[src/rtl/smm_result_sorter.sv]
// Re-orders the (row,col,val) result stream of the sparse matrix multiplier into row-major order.
// Entries are kept sorted in a register array by one insertion per cycle; duplicates merge saturating.
module smm_result_sorter #(
    parameter int unsigned DEPTH = 48,
    parameter int unsigned IDX_W = 5,
    parameter int unsigned VAL_W = 9
) (
    input  logic             clk,
    input  logic             rst,
    input  logic             in_valid,
    input  logic [IDX_W-1:0] in_row,
    input  logic [IDX_W-1:0] in_col,
    input  logic [VAL_W-1:0] in_val,
    output logic             in_ready,
    output logic             out_valid,
    output logic             out_last,
    output logic [IDX_W-1:0] out_row,
    output logic [IDX_W-1:0] out_col,
    output logic [VAL_W-1:0] out_val,
    output logic             overflow
);

    localparam int unsigned KEY_W = 2 * IDX_W;
    localparam int unsigned CNT_W = $clog2(DEPTH + 1);

    typedef enum logic [1:0] {StIdle, StLoad, StDrain} state_e;

    state_e           state_q, state_d;
    logic [KEY_W-1:0] key_q [DEPTH];
    logic [KEY_W-1:0] key_d [DEPTH];
    logic [VAL_W-1:0] val_q [DEPTH];
    logic [VAL_W-1:0] val_d [DEPTH];
    logic [CNT_W-1:0] count_q, count_d;
    logic [CNT_W-1:0] idx_q, idx_d;
    logic             overflow_q, overflow_d;

    logic             take;
    logic             drain_last;
    logic [KEY_W-1:0] in_key;
    logic [KEY_W-1:0] drain_key;
    logic [DEPTH-1:0] lt;
    logic [DEPTH-1:0] eq;

    function automatic logic [VAL_W-1:0] sat_add(input logic [VAL_W-1:0] a,
                                                 input logic [VAL_W-1:0] b);
        logic [VAL_W:0] s;
        s = {1'b0, a} + {1'b0, b};
        return s[VAL_W] ? {VAL_W{1'b1}} : s[VAL_W-1:0];
    endfunction

    assign in_key     = {in_row, in_col};
    assign take       = in_valid && in_ready;
    assign drain_last = (idx_q == count_q - CNT_W'(1));
    assign drain_key  = key_q[idx_q];
    assign overflow   = overflow_q;

    // Only occupied slots take part in the key comparison.
    always_comb begin
        lt = '0;
        eq = '0;
        for (int i = 0; i < DEPTH; i++) begin
            lt[i] = (CNT_W'(i) < count_q) && (key_q[i] < in_key);
            eq[i] = (CNT_W'(i) < count_q) && (key_q[i] == in_key);
        end
    end

    // State register
    always_ff @(posedge clk) begin
        if (rst) begin
            state_q <= StIdle;
        end else begin
            state_q <= state_d;
        end
    end

    // Next-state logic
    always_comb begin
        state_d = state_q;
        unique case (state_q)
            StIdle:  if (in_valid) state_d = StLoad;
            StLoad:  if (!in_valid) state_d = StDrain;
            StDrain: if (drain_last) state_d = StIdle;
            default: state_d = StIdle;
        endcase
    end

    // Output logic
    always_comb begin
        in_ready = (state_q != StDrain);
    end

    // Array insert / merge and drain bookkeeping
    always_comb begin
        key_d      = key_q;
        val_d      = val_q;
        count_d    = count_q;
        idx_d      = idx_q;
        overflow_d = overflow_q;
        if (state_q == StIdle && in_valid) begin
            overflow_d = 1'b0;
        end
        if (take) begin
            if (|eq) begin
                for (int i = 0; i < DEPTH; i++) begin
                    if (eq[i]) val_d[i] = sat_add(val_q[i], in_val);
                end
            end else if (count_q < CNT_W'(DEPTH)) begin
                // Slot j takes the new entry where the "less than" run ends.
                if (!lt[0]) begin
                    key_d[0] = in_key;
                    val_d[0] = in_val;
                end
                for (int j = 1; j < DEPTH; j++) begin
                    if (!lt[j]) begin
                        if (lt[j-1]) begin
                            key_d[j] = in_key;
                            val_d[j] = in_val;
                        end else begin
                            key_d[j] = key_q[j-1];
                            val_d[j] = val_q[j-1];
                        end
                    end
                end
                count_d = count_q + CNT_W'(1);
            end else begin
                overflow_d = 1'b1;
            end
        end
        if (state_q == StDrain) begin
            if (drain_last) begin
                idx_d   = '0;
                count_d = '0;
            end else begin
                idx_d = idx_q + CNT_W'(1);
            end
        end
    end

    always_ff @(posedge clk) begin
        if (rst) begin
            count_q    <= '0;
            idx_q      <= '0;
            overflow_q <= 1'b0;
            for (int i = 0; i < DEPTH; i++) begin
                key_q[i] <= '0;
                val_q[i] <= '0;
            end
        end else begin
            count_q    <= count_d;
            idx_q      <= idx_d;
            overflow_q <= overflow_d;
            key_q      <= key_d;
            val_q      <= val_d;
        end
    end

    // Registered output stream; all fields forced to zero outside DRAIN.
    always_ff @(posedge clk) begin
        if (rst || state_q != StDrain) begin
            out_valid <= 1'b0;
            out_last  <= 1'b0;
            out_row   <= '0;
            out_col   <= '0;
            out_val   <= '0;
        end else begin
            out_valid <= 1'b1;
            out_last  <= drain_last;
            out_row   <= drain_key[KEY_W-1:IDX_W];
            out_col   <= drain_key[IDX_W-1:0];
            out_val   <= val_q[idx_q];
        end
    end

endmodule

[config.mk]
export PLATFORM = sky130hd
export DESIGN_NAME = smm_result_sorter
export DESIGN_NICKNAME = d
export VERILOG_FILES = /design/src/rtl/smm_result_sorter.sv
export SDC_FILE = /design/constraint.sdc
export NUM_CORES = 2
export LEC_CHECK = 0
export CORE_MARGIN = 10
export CORE_UTILIZATION = 45
export CTS_BUF_LIST = sky130_fd_sc_hd__clkbuf_4
export DETAILED_ROUTE_END_ITERATION = 8
export SETUP_SLACK_MARGIN = 0.15
export SLEW_MARGIN = 10
export SYNTH_ARGS = -nofsm -noshare
export SYNTH_HDL_FRONTEND = slang
export SYNTH_SLANG_ARGS = --single-unit
[constraint.sdc]
create_clock -name clk -period 5.9 [get_ports clk]
set_input_delay 1.18 -clock clk [delete_from_list [all_inputs] [get_ports clk]]
set_output_delay 1.18 -clock clk [all_outputs]
set_load 0.1 [all_outputs]
# Word level (Yosys, flattened, before mapping)
# Index checks and enable logic that the tools add are counted.
# Widths: inputs -> output; s select.
[op_classes]
add_sub_neg = 51
n_mul = 0
n_div = 0
magnitude_cmp = 98
n_eq_ne = 151
shifts = 0
muxes = 261
bitwise_logic = 50
reduce_logical = 199
[ops]
columns = ["operator", "n"]
rows = [
  ["$mux 9", 193],
  ["$mux 432", 2],
  ["$mux 10", 49],
  ["$add 9x9->10", 48],
  ["$eq 10x10->1", 48],
  ["$lt 10x10->1", 48],
  ["$reduce_and 4->1", 96],
  ["$ne 2x2->1 const B", 52],
  ["$logic_and 1x1->1", 98],
  ["$lt 5x6->1 const A", 16],
  ["$lt 6x6->1 const A", 16],
  ["$ne 2x1->1 const B", 48],
  ["$bmux 10 s6", 1],
  ["$bmux 9 s6", 1],
  ["$not 1->1", 49],
  ["$lt 4x6->1 const A", 8],
  ["$reduce_or 48->1", 1],
  ["$mux 6", 6],
  ["$lt 3x6->1 const A", 4],
  ["$add 6x1->6 const B", 2],
  ["$lt 1x6->1 const A", 2],
  ["$lt 2x6->1 const A", 2],
  ["$ge 7x7->1 const B", 1],
  ["$not 6->7", 1],
  ["12 further kinds", 18],
]
[totals]
reg_bits = 948
latch_bits = 0
ram_bits = 0
mem_bits_ro = 0
in_bits = 22
output_inout_bits = 23
word_cells = 915
memories = 0

# Longest topological paths before layout
[logic_depth]
ltp_word = 7
ltp_mapped = 16
depth_no_buf = 12

# Least setup slack after synthesis
# No wires, ideal clock.
[synth_timing]
kind = "input to register"
start = "input port in_val[1]"
end = "register val_q[17] in the netlist's numbering"
setup_ps = 117
arrival_time_ps = 6165
required_time_ps = 5783
path_slack_ps = -382
cell_stages = 12
path_buffers = 1
path_cell_list = "clkinv_1 clkbuf_1 fa_1 inv_1 a21oi_1 o21bai_1 a21o_1 a21oi_1 o21ai_0 xor2_1 or3_1 a32o_1"
[synth_via]
elab_chain_cells = 4
[synth_rtl]
columns = ["item", "line_no", "source"]
rows = [
  ["start: declaration", "13", "input logic [VAL_W-1:0] in_val,"],
  ["$add 9x9->10", "47", "s = {1'b0, a} + {1'b0, b};"],
  ["$mux 9", "48", "return s[VAL_W] ? {VAL_W{1'b1}} : s[VAL_W-1:0];"],
  ["$mux 9", "105", "if (eq[i]) val_d[i] = sat_add(val_q[i], in_val);"],
  ["$mux 432", "103", "if (|eq) begin"],
  ["end signal: assignment", "153", "val_q <= val_d;"],
  ["end: declaration", "31", "logic [VAL_W-1:0] val_q [DEPTH];"],
]
# Every way passes these cells. The select of a mux whose other input is x is not followed.
# A chain may end at the register's enable or synchronous reset.

# Final worst setup path
[layout_timing]
start = "register count_q[4]"
end = "register val_q[297] in the netlist's numbering"
[layout_via]
elab_chain_cells = 6
elab_cells_between_ends = 108
cone_classes = "order compare (49); eq/ne (2); mux (4); reduce/logical (53)"
[layout_rtl]
columns = ["item", "line_no", "source"]
rows = [
  ["start: declaration", "33", "logic [CNT_W-1:0] count_q, count_d;"],
  ["start signal: assignment", "149", "count_q <= count_d;"],
  ["branches (longest 6 deep; another with $lt 1x6->1)", "n/a", ""],
]
# Parallel ways; which one is timed is not known. The select of a mux whose other input is x is not followed.

==> summary.txt <==
Synth
  • Cell count after synthesis: between 9000 and 10000
  • Main combinational cell family by area after synthesis: multiplexers
  • Post-synthesis adder-cell area fraction: 15.2%
  • Area share of the largest cell type after synthesis: 23.3%
  • Top FF cell, synth: dfxtp_1
  • Synth top area cells: dfxtp_1 23%, ha_1 14%, mux2i_1 11%
  • Simple logic cell fraction of the synthesized area: about 15%
  • Number of synthesized flops with an enable pin: 0
  • Yosys cell types: 97
  • Most common cell in the synthesized netlist: nor2_1
  • Post-Synth XOR/XNOR Area: 3.50%
  • Synth area leader: dfxtp_1
  • Yosys warning count: 0
  • Mux contribution to synthesized area: 19.3%
  • Netlist Area Pre-Place: 81600 um2
  • Top cells by count, synth: 1148 x nor2_1, 981 x a21oi_1, 948 x dfxtp_1
  • Syn Area/Cell: ~8.6 um2
  • Compound-Gate Fraction of Synth Area: between 10% and 20%
  • Synth Register Bits: about 950
  • Sequential share of the synthesized area: between 20% and 30%
  • Fraction of registers with async set/reset: 0%
  • Post-Syn Nets: 10506

Power
  • Clock power share: 41.7%
  • Sequential share of power: between 40% and 50%
  • Sw frac: between 30% and 40%
  • Combinational Power Share: roughly 16%
  • VDD IR max: around 0.15 mV
  • Pint: approximately 11 mW
  • Power Dens Cells: between 150 and 200 nW/um2
  • LEAKAGE: around 39 nW
  • Switching power: about 5.2 mW

CTS
  • Clock transition at path regs: 0.06 ns
  • H-tree levels: 5
  • CTS Buffer Depth: 4
  • Post-CTS setup buffers: 0
  • Sink Count: ~950
  • Clock root buffer: clkbuf_4
  • CTS tree: built
  • CTS buffer count: between 300 and 400
  • Post-CTS Hold Fix Bufs: 0
  • CTS-repair resized insts: 0
  • Clk_lat worst skew: approximately 1.4 ns

Status
  • Outcome: finished, final reports clean

Global route
  • GR Layer Usage met2: 47.8%
  • Vias in the first global route: between 70000 and 80000
  • GRT overflow: 0
  • Largest net degree at the start of global routing: between 150 and 200
  • First-pass GRT wire length: roughly 480000 um
  • Routing usage on met3: roughly 5.3%
  • GRT busiest layer: met2
  • Overall Global Routing Usage: 30.9%
  • Grt met1 use: 41.6%
  • Initial antenna violation count: 11

Timing
  • Fmax achieved: 183 MHz
  • Layout Skew: around 0.13 ns
  • Final Hold Fails: 0
  • Slew HR: about 7.3%
  • Setup ws final: about 0.44 ns
  • Slew Limit Fails: 0
  • RSZ-0062 raised after global routing: false
  • Period minus WS final: about 5.5 ns
  • Fin crit share: slightly above 90%
  • Worst-Margin Slew: 1.38 ns
  • Final setup vio count: 0

Critical path
  • Critical R2R Capture: val_q[297]
  • Setup crit end kind: flop
  • Origin of the critical flop-to-flop path: count_q[4]
  • Critical Path Slowest Stage Cell: a2111oi_1
  • WS Path Type: reg2reg
  • Nature of the critical path startpoint: flop
  • CP arrival: ~6.7 ns
  • R2R Setup Slk: between 0.4 and 0.5 ns
  • CP Max Fanout: 30
  • Crit-path max cell delay: approximately 1.0 ns
  • Worst-path cell chain: nor2_1 -> a21oi_1 -> a2111oi_1 -> nand4b_1 -> nor4_4 -> buf_12 -> buf_4 -> a31oi_1 -> nand2b_1 -> a211o_1 -> a21oi_1
  • Reg2Reg Depth: 11
  • Most frequent CP cell: a21oi_1
  • CP Data Required Time: about 7 ns

Floorplanning
  • Die H: 446 um
  • DIE AREA: just under 200000 um2
  • Die width: 446 um
  • Core area: 181000 um2
  • Num rows: ~160
  • Starting Density: a little under half
  • I/O pins: 45

Final layout
  • Finished Cell Area: between 80000 and 90000 um2
  • Synthesis-to-layout area growth: 9.60%
  • Fill count: 17302
  • Final Util: 49.5%
  • Final nets: about 11000
  • Share of post-route cells with drive strength above 1: 13.0%

Hold path
  • Worst Hold Endpoint: key_q[200]
  • Hold path start: in_col[0]
  • Worst Hold Class: in2reg
  • Hold path depth: 3

Place
  • Area after DPL: roughly 86000 um2
  • Post-DP HPWL: between 200000 and 250000 um
  • Routability-driven placement congestion ratio: around 0.98
  • I/O Buffers: 44
  • Post-place setup slack: roughly 0.13 ns

Routing
  • Routed via count: ~78000
  • Drt drc: 0
  • Vias per cell: between 6 and 7
  • DRT iter0 DRCs: roughly 8300
  • Final WL: 320000 um
  • Avg WL per Cell: roughly 26 um
  • Initial DRT Pass Iterations: 6
  • Antenna-violating nets left: 0

Run
  • Max-cap viol count: 0
[registers in the layout (all words and copies together), names as in the netlist]
signal     flops
out_last       1
overflow       1
out_val        9
count_q        6
idx_q          6
out_row        5
out_col        5
key_q        480
val_q        432
out_valid      1
state_q        2
[power groups by stage]
stage | Sequential [mW] | Combinational (mW) | Clock [mW]
floorplan | 6.74 | 1.67 | 0
global placement | 6.82 | 2.50 | 0
finish | 6.68 | 2.61 | 6.65
CTS | 6.68 | 2.56 | 6.76
detailed placement | 6.82 | 2.55 | 0
global route | 6.69 | 2.81 | 7.06
[how the worst max path moves through the flow]
stage | from | to | cells after the start
floorplan | in_col[3] | val_q[121] | 12
global placement | in_row[0] | val_q[413] | 14
detailed placement | in_row[4] | val_q[297] | 15
CTS | count_q[4] | val_q[297] | 11
global route | count_q[4] | val_q[297] | 11
finish | count_q[4] | val_q[297] | 11
[routing by layer]
metal | vias to the layer above | wire length [um] | share of wire [%]
met2 | 3886 | 140000 | 44
met1 | 37446 | 134000 | 42
met5 | - | 41 | 0.013
li1 | 35312 | - | -
met4 | 6 | 17300 | 5.4
met3 | 906 | 28900 | 9.0
[layout by cell type (no fill, tap or decap), types with 48 or more instances in the layout]
cell	Yosys	final
a22oi_1	88	88
nor2_1	1148	1145
dfxtp_1	948	942
nand4_1	130	130
a211oi_1	123	123
fa_1	48	48
a21o_1	208	208
mux4_2	285	285
o211ai_1	69	69
buf_12	0	52
mux2i_1	894	894
nor2b_1	127	127
nand2b_1	117	117
o311ai_0	61	60
a22o_1	60	60
o21ai_0	309	307
clkinv_1	2	52
nand2_1	629	629
buf_4	27	328
clkbuf_4	0	426
xnor2_1	183	183
nor3_1	124	124
nand3_1	161	161
ha_1	916	916
inv_1	353	343
xor2_1	143	143
a21oi_1	981	970
[per-stage QoR]
stage               power [mW]  cells  hold WS, ns  TNS (ns)
global route              16.6  12144        0.320         0
detailed placement        9.37  11654        0.473         0
finish                    15.9  12148        0.368         0
global placement          9.31  11652        0.467     -9.58
CTS                       16.0  12137        0.280         0
floorplan                 8.41   9520        0.446         0
[area by class of cell]
class                   instances  area [um2]  share of cell area [%]
diodes                         11        27.5                  0.0308
clock buffers                 426        3200                    3.58
clock inverters                57         243                   0.271
inverters                     355        1340                    1.50
multi-input cells            7566       58900                    65.8
flip-flops and latches        948       19000                    21.2
well taps                    2370        2970                    3.32
repair buffers                415        3810                    4.26
[worst max-delay path, delay by kind of cell (launching register included)]
kind / cells / cell delay (ns)
flip-flops: 1 / 0.60
buffers and inverters: 2 / 0.70
AND/OR/NAND/NOR: 4 / 1.94
AO/OA/AOI/OAI: 5 / 2.15
[cells by family (layout without fill, tap and decap cells)]
family,Yosys count,after routing
AOI/OAI and AO/OA,2409,2409
DFF,948,948
muxes,1214,1214
xor gates and xnor gates,326,326
buffers and inverters,1006,1253
adders and majority gates,964,964
other,0,11
and+or+nand+nor,2653,2653
Note: power is estimated with default switching activity, not from simulation.
